===== src/rtl/maq_mh.sv =====
// Minutes/hours timekeeping stage: BCD minutes and hours, time-set FSM driven by
// the mode/increment buttons, seconds-restart request and day-rollover pulse.
module maq_mh #(
   parameter int SYNC_STAGES = 2,
   parameter bit H24         = 1'b1
) (
   input  logic       maqs_clock,
   input  logic       maqs_reset,
   input  logic       mh_min_carry,
   input  logic       mh_btn_mode,
   input  logic       mh_btn_inc,
   output logic [3:0] mh_min_lsd,
   output logic [2:0] mh_min_msd,
   output logic [3:0] mh_hour_lsd,
   output logic [1:0] mh_hour_msd,
   output logic       mh_pm,
   output logic       mh_set_min,
   output logic       mh_set_hour,
   output logic       mh_sec_clear,
   output logic       mh_day_pulse
);

   localparam int SS = (SYNC_STAGES < 2) ? 2 : SYNC_STAGES;

   typedef enum logic [1:0] {
      RUN      = 2'd0,
      SET_HOUR = 2'd1,
      SET_MIN  = 2'd2
   } state_t;

   typedef struct packed {
      logic [2:0] msd;
      logic [3:0] lsd;
   } min_t;

   typedef struct packed {
      logic [1:0] msd;
      logic [3:0] lsd;
      logic       pm;
   } hour_t;

   // Reset time: 00:00 in 24-hour mode, 12:00 AM in 12-hour mode.
   localparam hour_t HOUR_RST = H24 ? hour_t'({2'd0, 4'd0, 1'b0})
                                    : hour_t'({2'd1, 4'd2, 1'b0});

   state_t        state_q;
   state_t        state_nx;
   min_t          min_q;
   min_t          min_nx;
   hour_t         hour_q;
   hour_t         hour_nx;
   logic          carry_p0;
   logic          carry_p1;
   logic [SS-1:0] mode_sync;
   logic [SS-1:0] inc_sync;
   logic          mode_prev;
   logic          inc_prev;
   logic          inc_min;
   logic          mode_ev;
   logic          inc_ev;
   logic          min_wrap;
   logic          day_roll;

   function automatic min_t min_inc(input min_t m);
      min_t r;
      r = m;
      if (m.lsd >= 4'd9) begin
         r.lsd = 4'd0;
         r.msd = (m.msd >= 3'd5) ? 3'd0 : m.msd + 3'd1;
      end else begin
         r.lsd = m.lsd + 4'd1;
      end
      return r;
   endfunction

   // 12-hour mode counts 12,01..11,12 and flips pm on the 11->12 step.
   function automatic hour_t hour_inc(input hour_t h);
      hour_t r;
      r = h;
      if (H24) begin
         if (h.msd >= 2'd2 && h.lsd >= 4'd3) begin
            r.msd = 2'd0;
            r.lsd = 4'd0;
         end else if (h.lsd >= 4'd9) begin
            r.msd = h.msd + 2'd1;
            r.lsd = 4'd0;
         end else begin
            r.lsd = h.lsd + 4'd1;
         end
      end else begin
         if (h.msd >= 2'd1 && h.lsd >= 4'd2) begin
            r.msd = 2'd0;
            r.lsd = 4'd1;
         end else if (h.msd == 2'd1 && h.lsd == 4'd1) begin
            r.msd = 2'd1;
            r.lsd = 4'd2;
            r.pm  = ~h.pm;
         end else if (h.lsd >= 4'd9) begin
            r.msd = 2'd1;
            r.lsd = 4'd0;
         end else begin
            r.lsd = h.lsd + 4'd1;
         end
      end
      return r;
   endfunction

   // Input stage: carry register plus button synchronisers and edge detectors
   always_ff @(posedge maqs_clock or posedge maqs_reset) begin
      if (maqs_reset) begin
         carry_p0  <= 1'b0;
         carry_p1  <= 1'b0;
         mode_sync <= '0;
         inc_sync  <= '0;
         mode_prev <= 1'b0;
         inc_prev  <= 1'b0;
      end else begin
         carry_p0  <= mh_min_carry;
         carry_p1  <= carry_p0;
         mode_sync <= {mode_sync[SS-2:0], mh_btn_mode};
         inc_sync  <= {inc_sync[SS-2:0], mh_btn_inc};
         mode_prev <= mode_sync[SS-1];
         inc_prev  <= inc_sync[SS-1];
      end
   end

   assign inc_min = carry_p0 & ~carry_p1;
   assign mode_ev = mode_sync[SS-1] & ~mode_prev;
   assign inc_ev  = inc_sync[SS-1] & ~inc_prev;

   assign min_nx   = min_inc(min_q);
   assign hour_nx  = hour_inc(hour_q);
   assign min_wrap = (min_q.msd >= 3'd5) && (min_q.lsd >= 4'd9);
   assign day_roll = H24 ? (hour_q.msd == 2'd2 && hour_q.lsd == 4'd3)
                         : (hour_q.pm && !hour_nx.pm);

   always_comb begin
      state_nx = state_q;
      case (state_q)
         RUN:      if (mode_ev) state_nx = SET_HOUR;
         SET_HOUR: if (mode_ev) state_nx = SET_MIN;
         SET_MIN:  if (mode_ev) state_nx = RUN;
         default:  state_nx = RUN;
      endcase
   end

   always_ff @(posedge maqs_clock or posedge maqs_reset) begin
      if (maqs_reset) begin
         state_q     <= RUN;
         mh_set_hour <= 1'b0;
         mh_set_min  <= 1'b0;
      end else begin
         state_q     <= state_nx;
         mh_set_hour <= (state_nx == SET_HOUR);
         mh_set_min  <= (state_nx == SET_MIN);
      end
   end

   // Time stage: digits, pulses; a simultaneous mode event suppresses inc
   always_ff @(posedge maqs_clock or posedge maqs_reset) begin
      if (maqs_reset) begin
         min_q        <= '0;
         hour_q       <= HOUR_RST;
         mh_day_pulse <= 1'b0;
         mh_sec_clear <= 1'b0;
      end else begin
         mh_day_pulse <= 1'b0;
         mh_sec_clear <= (state_q == SET_MIN) && mode_ev;
         case (state_q)
            RUN: begin
               if (inc_min) begin
                  min_q <= min_nx;
                  if (min_wrap) begin
                     hour_q       <= hour_nx;
                     mh_day_pulse <= day_roll;
                  end
               end
            end
            SET_HOUR: if (inc_ev && !mode_ev) hour_q <= hour_nx;
            SET_MIN:  if (inc_ev && !mode_ev) min_q <= min_nx;
            default: ;
         endcase
      end
   end

   assign mh_min_lsd  = min_q.lsd;
   assign mh_min_msd  = min_q.msd;
   assign mh_hour_lsd = hour_q.lsd;
   assign mh_hour_msd = hour_q.msd;
   assign mh_pm       = H24 ? 1'b0 : hour_q.pm;

endmodule

===== config.mk =====
export PLATFORM = sky130hd
export DESIGN_NAME = maq_mh
export DESIGN_NICKNAME = d
export VERILOG_FILES = /design/src/rtl/maq_mh.sv
export SDC_FILE = /design/constraint.sdc
export NUM_CORES = 1
export LEC_CHECK = 0
export BUFFER_PORTS_ARGS = -buffer_cell sky130_fd_sc_hd__buf_2
export CAP_MARGIN = 20
export CORE_MARGIN = 2
export CORE_UTILIZATION = 34
export DETAILED_ROUTE_END_ITERATION = 6
export HOLD_SLACK_MARGIN = 0.1
export PLACE_DENSITY_LB_ADDON = 0.12
export SLEW_MARGIN = 20
export SYNTH_ARGS = -nofsm -noshare
export SYNTH_HDL_FRONTEND = slang
export SYNTH_SLANG_ARGS = --single-unit

===== constraint.sdc =====
create_clock -name maqs_clock -period 2.2 [get_ports maqs_clock]
set_clock_uncertainty 0.15 [all_clocks]
set_input_delay 0.22 -clock maqs_clock [delete_from_list [all_inputs] [get_ports maqs_clock]]
set_output_delay 0.22 -clock maqs_clock [all_outputs]
set_load 0.01 [all_outputs]

==> results of run 1 <==
==> power by group <==
part	total (mW)	switching, mW	internal (mW)
clock	0.301	0.168	0.133
sequential	0.775	0.160	0.614
combinational	0.576	0.307	0.269
total	1.65	0.635	1.02
==> cells in the mapped netlist (all sizes together) (2+ instances only) <==
cell type and n:
dfrtp 27, nor2 11, inv 10, ha 9
nand2 5, a22o 4, mux2 4, mux2i 4
nand2b 4, nand3 4, o21ai 4, a21oi 3
buf 2, nor3 2, nor3b 2, or3 2
or3b 2
==> cell type report <==
type	count	area [µm²]	area share, %
clock buffer	3	41.3	2.64
clock inverter	1	8.76	0.561
inverter	10	37.5	2.40
multi-input combinational	76	586	37.5
sequential	27	676	43.3
tap	48	60.1	3.85
timing repair buffer	26	153	9.78
==> per-layer routing <==
metal / vias to the layer above / wire length, µm / track usage [%]
li1: 457 / - / -
met5: - / 0 / 0
met4: 0 / 18 / 3.83
met1: 454 / 1080 / 14.9
met2: 19 / 1050 / 18.0
met3: 2 / 86 / 2.04
==> layout by cell type, fill, tap and decap left out, types with 2 or more instances in the layout <==
master / Yosys / routed
a21oi_2: 2 / 2
nand2_1: 4 / 4
nor2_1: 11 / 11
inv_1: 10 / 10
dfrtp_1: 27 / 27
nand2b_1: 4 / 4
ha_1: 9 / 9
or3_1: 2 / 2
dlygate4sd3_1: 0 / 4
o21ai_0: 3 / 3
nand3_1: 4 / 4
a22o_1: 4 / 4
nor3_1: 2 / 2
mux2i_1: 4 / 4
mux2_2: 4 / 4
nor3b_1: 2 / 2
clkbuf_8: 0 / 3
buf_2: 1 / 21
==> through the flow <==
step	setup WS [ns]	instance area, µm²
after floorplan	0.323	1320
after global placement	0.217	1470
after detailed placement	0.209	1470
after CTS	0.204	1560
after global routing	0.0782	1560
final	0.218	1560
==> flip-flops by register name, indices dropped and copies added (netlist names), 2 cells and up <==
| name | count |
|---|---|
| mh_hour_lsd | 4 |
| mh_min_lsd | 4 |
| mh_min_msd | 3 |
| inc_sync | 2 |
| mh_hour_msd | 2 |
| mode_sync | 2 |
| state_q | 2 |
==> worst max-delay path, cell delays in order, from the launching register on <==
cell     delay [ns]
dfrtp_1        0.45
inv_1          0.08
ha_1           0.19
or3b_4         0.25
nand2_4        0.07
nor3_1         0.32
mux2_2         0.38
==> cells by family (layout without fill, tap and decap cells) <==
group	after synthesis	after routing	share of synthesized area [%]
AND/OR/NAND/NOR	39	39	17.3
flip-flops	27	27	51.4
AO/OA/AOI/OAI	18	18	11.2
buffers and inverters	13	40	4.09
adder cells (fa/ha/maj)	9	9	8.56
multiplexers	8	8	6.47
other	1	1	0.285
XOR/XNOR	1	1	0.666
==> final timing paths <==
| path | cells past startpoint | end | from | slack [ns] |
|---|---|---|---|---|
| setup / recovery | 6 | mh_min_msd[1] | mh_min_lsd[0] | 0.22 |
| hold / removal | 0 | inc_sync[1] | inc_sync[0] | 0.21 |
| setup reg to reg | 6 | mh_min_msd[1] | mh_min_lsd[0] | 0.22 |
| hold reg to reg | 0 | inc_sync[1] | inc_sync[0] | 0.21 |
| max in group asynchronous | 4 | mh_min_lsd[2] | maqs_reset | 1.25 |
| min in group asynchronous | 4 | mode_sync[0] | maqs_reset | 0.39 |
==> what timing repair did <==
action                                 CTS  global route
resized for setup                        0             0
hold buffers                             4             0
setup endpoints to repair                0             0
endpoints found under the hold margin   30             0
==> flow_metrics.env, run 1 <==
export IMPL_status="complete, no violations"
export IMPL_row_count=22
export IMPL_htreeDepth=1
export IMPL_clock_sinks=27
export IMPL_cts_root_buffer="clkbuf_8"
export IMPL_yosysUniqueCellTypes=39
export IMPL_synth_nets=130
export IMPL_ant_nets=0
export IMPL_die_area_um2=4380
export IMPL_synthFlopType="dfrtp_1"
export IMPL_num_vias=932
export IMPL_dr_first_iter_drc_count=64
export IMPL_crit_required_ns=2.22
export IMPL_wl_per_cell_um=11.7
export IMPL_routed_wl_mm=2.23
export IMPL_synth_area_leader_cell="dfrtp_1"
export IMPL_netlist_instances=116
export IMPL_fin_cells=191
export IMPL_yosys_register_bits=27
export IMPL_critical_path_arrival_ns=2.00
export IMPL_finalHoldViolCount=0
export IMPL_end_kind="flip-flop"
export IMPL_crit_fanout=8
export IMPL_worstSkewPairLatency_ns=0.28
export IMPL_dieHeight_um=66.2
export IMPL_hp_class="flip-flop to flip-flop"
export IMPL_io_pins=23
export IMPL_yosys_top_cells_area="dfrtp_1 (51%), ha_1 (8.6%), mux2_2 (3.4%)"
export IMPL_period_share_pct=90.1
export IMPL_period_minus_slack_ns=1.98
export IMPL_gp_congestion=0.733
export IMPL_gr_total_overflow=0
export IMPL_final_setup_tns_ns=0
export IMPL_cts_buffer_depth=2
export IMPL_maxSlewViolCount=0
export IMPL_area_delta_synth_final_pct=18.7
export IMPL_postCtsSetupBuffers=0
export IMPL_cap_violations=0
export IMPL_core_area_um2=3690
export IMPL_drive_above_1_share_pct=26.6
export IMPL_synth_edff_count=0
export IMPL_fillCellCount=365
export IMPL_dr_pass1_iters=4
export IMPL_first_global_vias=859
export IMPL_die_w_um=66.2
export IMPL_irDropWorstVdd_uv=431
export IMPL_hpwl_mm=1.63
export IMPL_cts_tree="yes"
export IMPL_track_usage_pct=11.1
export IMPL_antenna_found_initial=0
export IMPL_io_buffers=21
export IMPL_yosys_warnings=0
export IMPL_cp_start_kind="flip-flop"
export IMPL_fin_nets=158
export IMPL_synthArstFlopShare_pct=100
export IMPL_start_util_pct=35.7
export IMPL_grt_max_degree=28
export IMPL_placedCellCount=183
export IMPL_syn_avg_cell_area_um2=11.3
export IMPL_num_antenna_cells=0
export IMPL_rsz0062_at_grt="false"
export IMPL_setup_viol=0
export IMPL_cts_buffers=3
export IMPL_syn_area_um2=1320
export IMPL_clk_pin_slew_ns=0.10
export IMPL_via_per_inst=4.88
export IMPL_power_density_nw_per_um2=1060
export IMPL_grt_pass1_wl_mm=3.81
export IMPL_ys_seq_area_share_pct=51.4
export IMPL_path_class="flip-flop to flip-flop"
export IMPL_whs_ns=0.208
export IMPL_max_freq_mhz=505
export IMPL_yosysTopAreaCellShare_pct=51.4
export IMPL_p_total_mw=1.65
export IMPL_finish_utilization_pct=42.3
export IMPL_power_leakage_nw=0.779
export IMPL_drcViolationCount=0
(Power assumes the default switching activity.)
==> inputs of run 2 (changes only) <==
--- a/config.mk
+++ b/config.mk
@@ -5,10 +5,11 @@
 export SDC_FILE = /design/constraint.sdc
 export NUM_CORES = 1
 export LEC_CHECK = 0
+export ABC_AREA = 1
 export BUFFER_PORTS_ARGS = -buffer_cell sky130_fd_sc_hd__buf_2
 export CAP_MARGIN = 20
 export CORE_MARGIN = 2
-export CORE_UTILIZATION = 34
+export CORE_UTILIZATION = 50
 export DETAILED_ROUTE_END_ITERATION = 6
 export HOLD_SLACK_MARGIN = 0.1
 export PLACE_DENSITY_LB_ADDON = 0.12
==> run 2 against run 1 <==
Net effect:
- sequential share of layout area decreased by 0.069 points
- combinational power increased by 47%
- largest power group is now combinational cells
- critical path type unchanged
- largest cell class unchanged
- synthesized cell count increased by 27%
- global-route usage increased by 5.4 points
==> flow_metrics.env, run 2 <==
export IMPL_placement_cell_area_um2=1500
export IMPL_syn_area_um2=1360
export IMPL_num_vias=1017
export IMPL_period_minus_slack_ns=1.70
export IMPL_core_area_um2=2520
export IMPL_gp_congestion=0.821
export IMPL_yosysUniqueCellTypes=26
export IMPL_synth_nets=161
export IMPL_setup_viol=0
export IMPL_ys_seq_area_share_pct=49.9
export IMPL_dp_slack_ns=0.534
export IMPL_path_class="flip-flop to flip-flop"
export IMPL_cts_buffers=3
export IMPL_clk_pin_slew_ns=0.14
export IMPL_period_share_pct=77.2
export IMPL_end_kind="flip-flop"
export IMPL_area_delta_synth_final_pct=15.4
export IMPL_postCtsSetupBuffers=0
export IMPL_syn_avg_cell_area_um2=9.22
export IMPL_p_switching_uw=798
export IMPL_critical_path_arrival_ns=1.77
export IMPL_hpwl_mm=1.76
export IMPL_grt_max_degree=28
export IMPL_finalHoldViolCount=0
export IMPL_cp_slowest_cell="dfrtp_1"
export IMPL_pwr_share_comb_pct=46.2
export IMPL_wl_met2_mm=1.17
export IMPL_via_per_inst=4.94
export IMPL_antenna_found_initial=0
export IMPL_crit_required_ns=2.27
export IMPL_synth_common_cells="nand2_1 (29), dfrtp_1 (27), inv_1 (15)"
export IMPL_final_cell_mix="nand2_1 (29), dfrtp_1 (27), buf_2 (21), inv_1 (15)"
export IMPL_seqPwrFrac_pct=42.4
export IMPL_power_leakage_nw=0.838
export IMPL_internal_power_mw=1.03
export IMPL_cts_tree="yes"
export IMPL_synthArstFlopShare_pct=100
export IMPL_die_w_um=56.1
export IMPL_clock_sinks=27
export IMPL_design_area_um2=1560
export IMPL_clkPwrFrac_pct=11.4
export IMPL_htreeDepth=1
export IMPL_cts_buffer_depth=2
export IMPL_drcViolationCount=0
export IMPL_hp_class="flip-flop to flip-flop"
export IMPL_gr_total_overflow=0
export IMPL_power_density_nw_per_um2=1170
export IMPL_drive_above_1_share_pct=26.7
export IMPL_yosys_warnings=0
export IMPL_wl_per_cell_um=11.1
export IMPL_worstPathCellList="inv_1 -> ha_1 -> a21oi_4 -> nand3_2 -> nand2_4 -> nand2_4 -> nand2_1 -> nand2_1"
export IMPL_io_buffers=21
export IMPL_route_layer_met1_wl_mm=1.04
export IMPL_final_setup_tns_ns=0
export IMPL_dr_pass1_iters=4
export IMPL_layout_commonest_cell="nand2_1"
export IMPL_synth_edff_count=0
export IMPL_rsz0062_at_grt="false"
export IMPL_irDropWorstVdd_uv=738
export IMPL_dr_first_iter_drc_count=16
export IMPL_fin_nets=191
export IMPL_worst_slack_ns=0.503
export IMPL_p_total_mw=1.83
export IMPL_synth_area_leader_cell="dfrtp_1"
export IMPL_grt_pass1_wl_mm=4.15
export IMPL_swShare_pct=43.7
export IMPL_num_antenna_cells=0
export IMPL_dieHeight_um=56.1
export IMPL_row_count=18
export IMPL_route_met3_wl_um=68
export IMPL_crit_fanout=8
export IMPL_status="complete, no violations"
export IMPL_cp_start_kind="flip-flop"
export IMPL_track_usage_pct=16.6
export IMPL_worstSkewPairLatency_ns=0.31
export IMPL_top_layer="met4"
export IMPL_yosys_register_bits=27
export IMPL_cts_hold_buf=4
export IMPL_maxSlewViolCount=0
export IMPL_ant_nets=0
export IMPL_yosysMostFrequentCell="nand2_1"
export IMPL_yosysTopAreaCellShare_pct=49.9
export IMPL_cts_resized=0
export IMPL_yosys_top_cells_area="dfrtp_1 (50%), ha_1 (8.3%), nand2_1 (8.0%)"
export IMPL_cap_violations=0
export IMPL_io_pins=23
export IMPL_max_stage_delay_ns=0.45
export IMPL_routed_wl_mm=2.29
export IMPL_cts_root_buffer="clkbuf_4"
export IMPL_synthFlopType="dfrtp_1"
export IMPL_start_util_pct=53.7
export IMPL_first_global_vias=1009
export IMPL_max_freq_mhz=589
export IMPL_netlist_instances=147
export IMPL_die_area_um2=3140
[run 2: critical path, delay by kind of cell (launching register included)]
kind	cells	cell delay, ns
fa+ha+maj	1	0.24
buf+inv	1	0.10
simple gates	5	0.42
flops	1	0.45
compound gates	1	0.24
[run 2: through the flow]
step	std cells	hold slack (ns)	util (%)
2_1_floorplan	147	0.101	-
3_3_place_gp	198	0.144	59.4
3_5_place_dp	198	0.157	59.4
4_1_cts	206	0.228	62.0
5_1_grt	206	0.232	62.0
6_report	206	0.224	62.0
[run 2: cell type report]
| class | count | area, µm² |
|---|---|---|
| timing repair buffer | 26 | 153 |
| clock buffer | 4 | 26.3 |
| sequential | 27 | 676 |
| inverter | 20 | 75.1 |
| multi-input combinational | 99 | 597 |
| tap | 30 | 37.5 |
| fill | 228 | 958 |
[run 2: path summary, 6_finish.rpt]
check / from / to / slack [ns] / cells after the start
min in group asynchronous: maqs_reset / mh_hour_lsd[2] / 0.35 / 4
max in group asynchronous: maqs_reset / mh_hour_msd[1] / 1.30 / 4
worst max register to register: mh_min_lsd[0] / mh_hour_lsd[3] / 0.50 / 8
worst min-delay path: mode_sync[0] / mode_sync[1] / 0.22 / 0
worst max-delay path: mh_min_lsd[0] / mh_hour_lsd[3] / 0.50 / 8
worst min register to register: mode_sync[0] / mode_sync[1] / 0.22 / 0
[run 2: cell families after synthesis]
kind of cell    count (synthesis)  synth area share (%)
compound gates                 15                  7.48
xor+xnor                        4                  2.59
fa+ha+maj                       9                  8.31
buf+inv                        21                  6.09
flops                          27                  49.9
other cells                     1                 0.277
simple gates                   70                  25.4
[run 2: per-layer routing]
metal / vias up / global-route usage, %
met2: 17 / 30.6
met3: 2 / 3.02
li1: 512 / -
met4: 0 / 5.10
met5: - / 0
met1: 486 / 19.2
[run 2: power by group through the flow]
stage	clock network [mW]	logic, mW	registers [mW]
6_report	0.209	0.844	0.775
2_1_floorplan	0	0.579	0.813
5_1_grt	0.239	0.965	0.797
4_1_cts	0.220	0.860	0.775
3_3_place_gp	0	0.825	0.775
3_5_place_dp	0	0.853	0.782
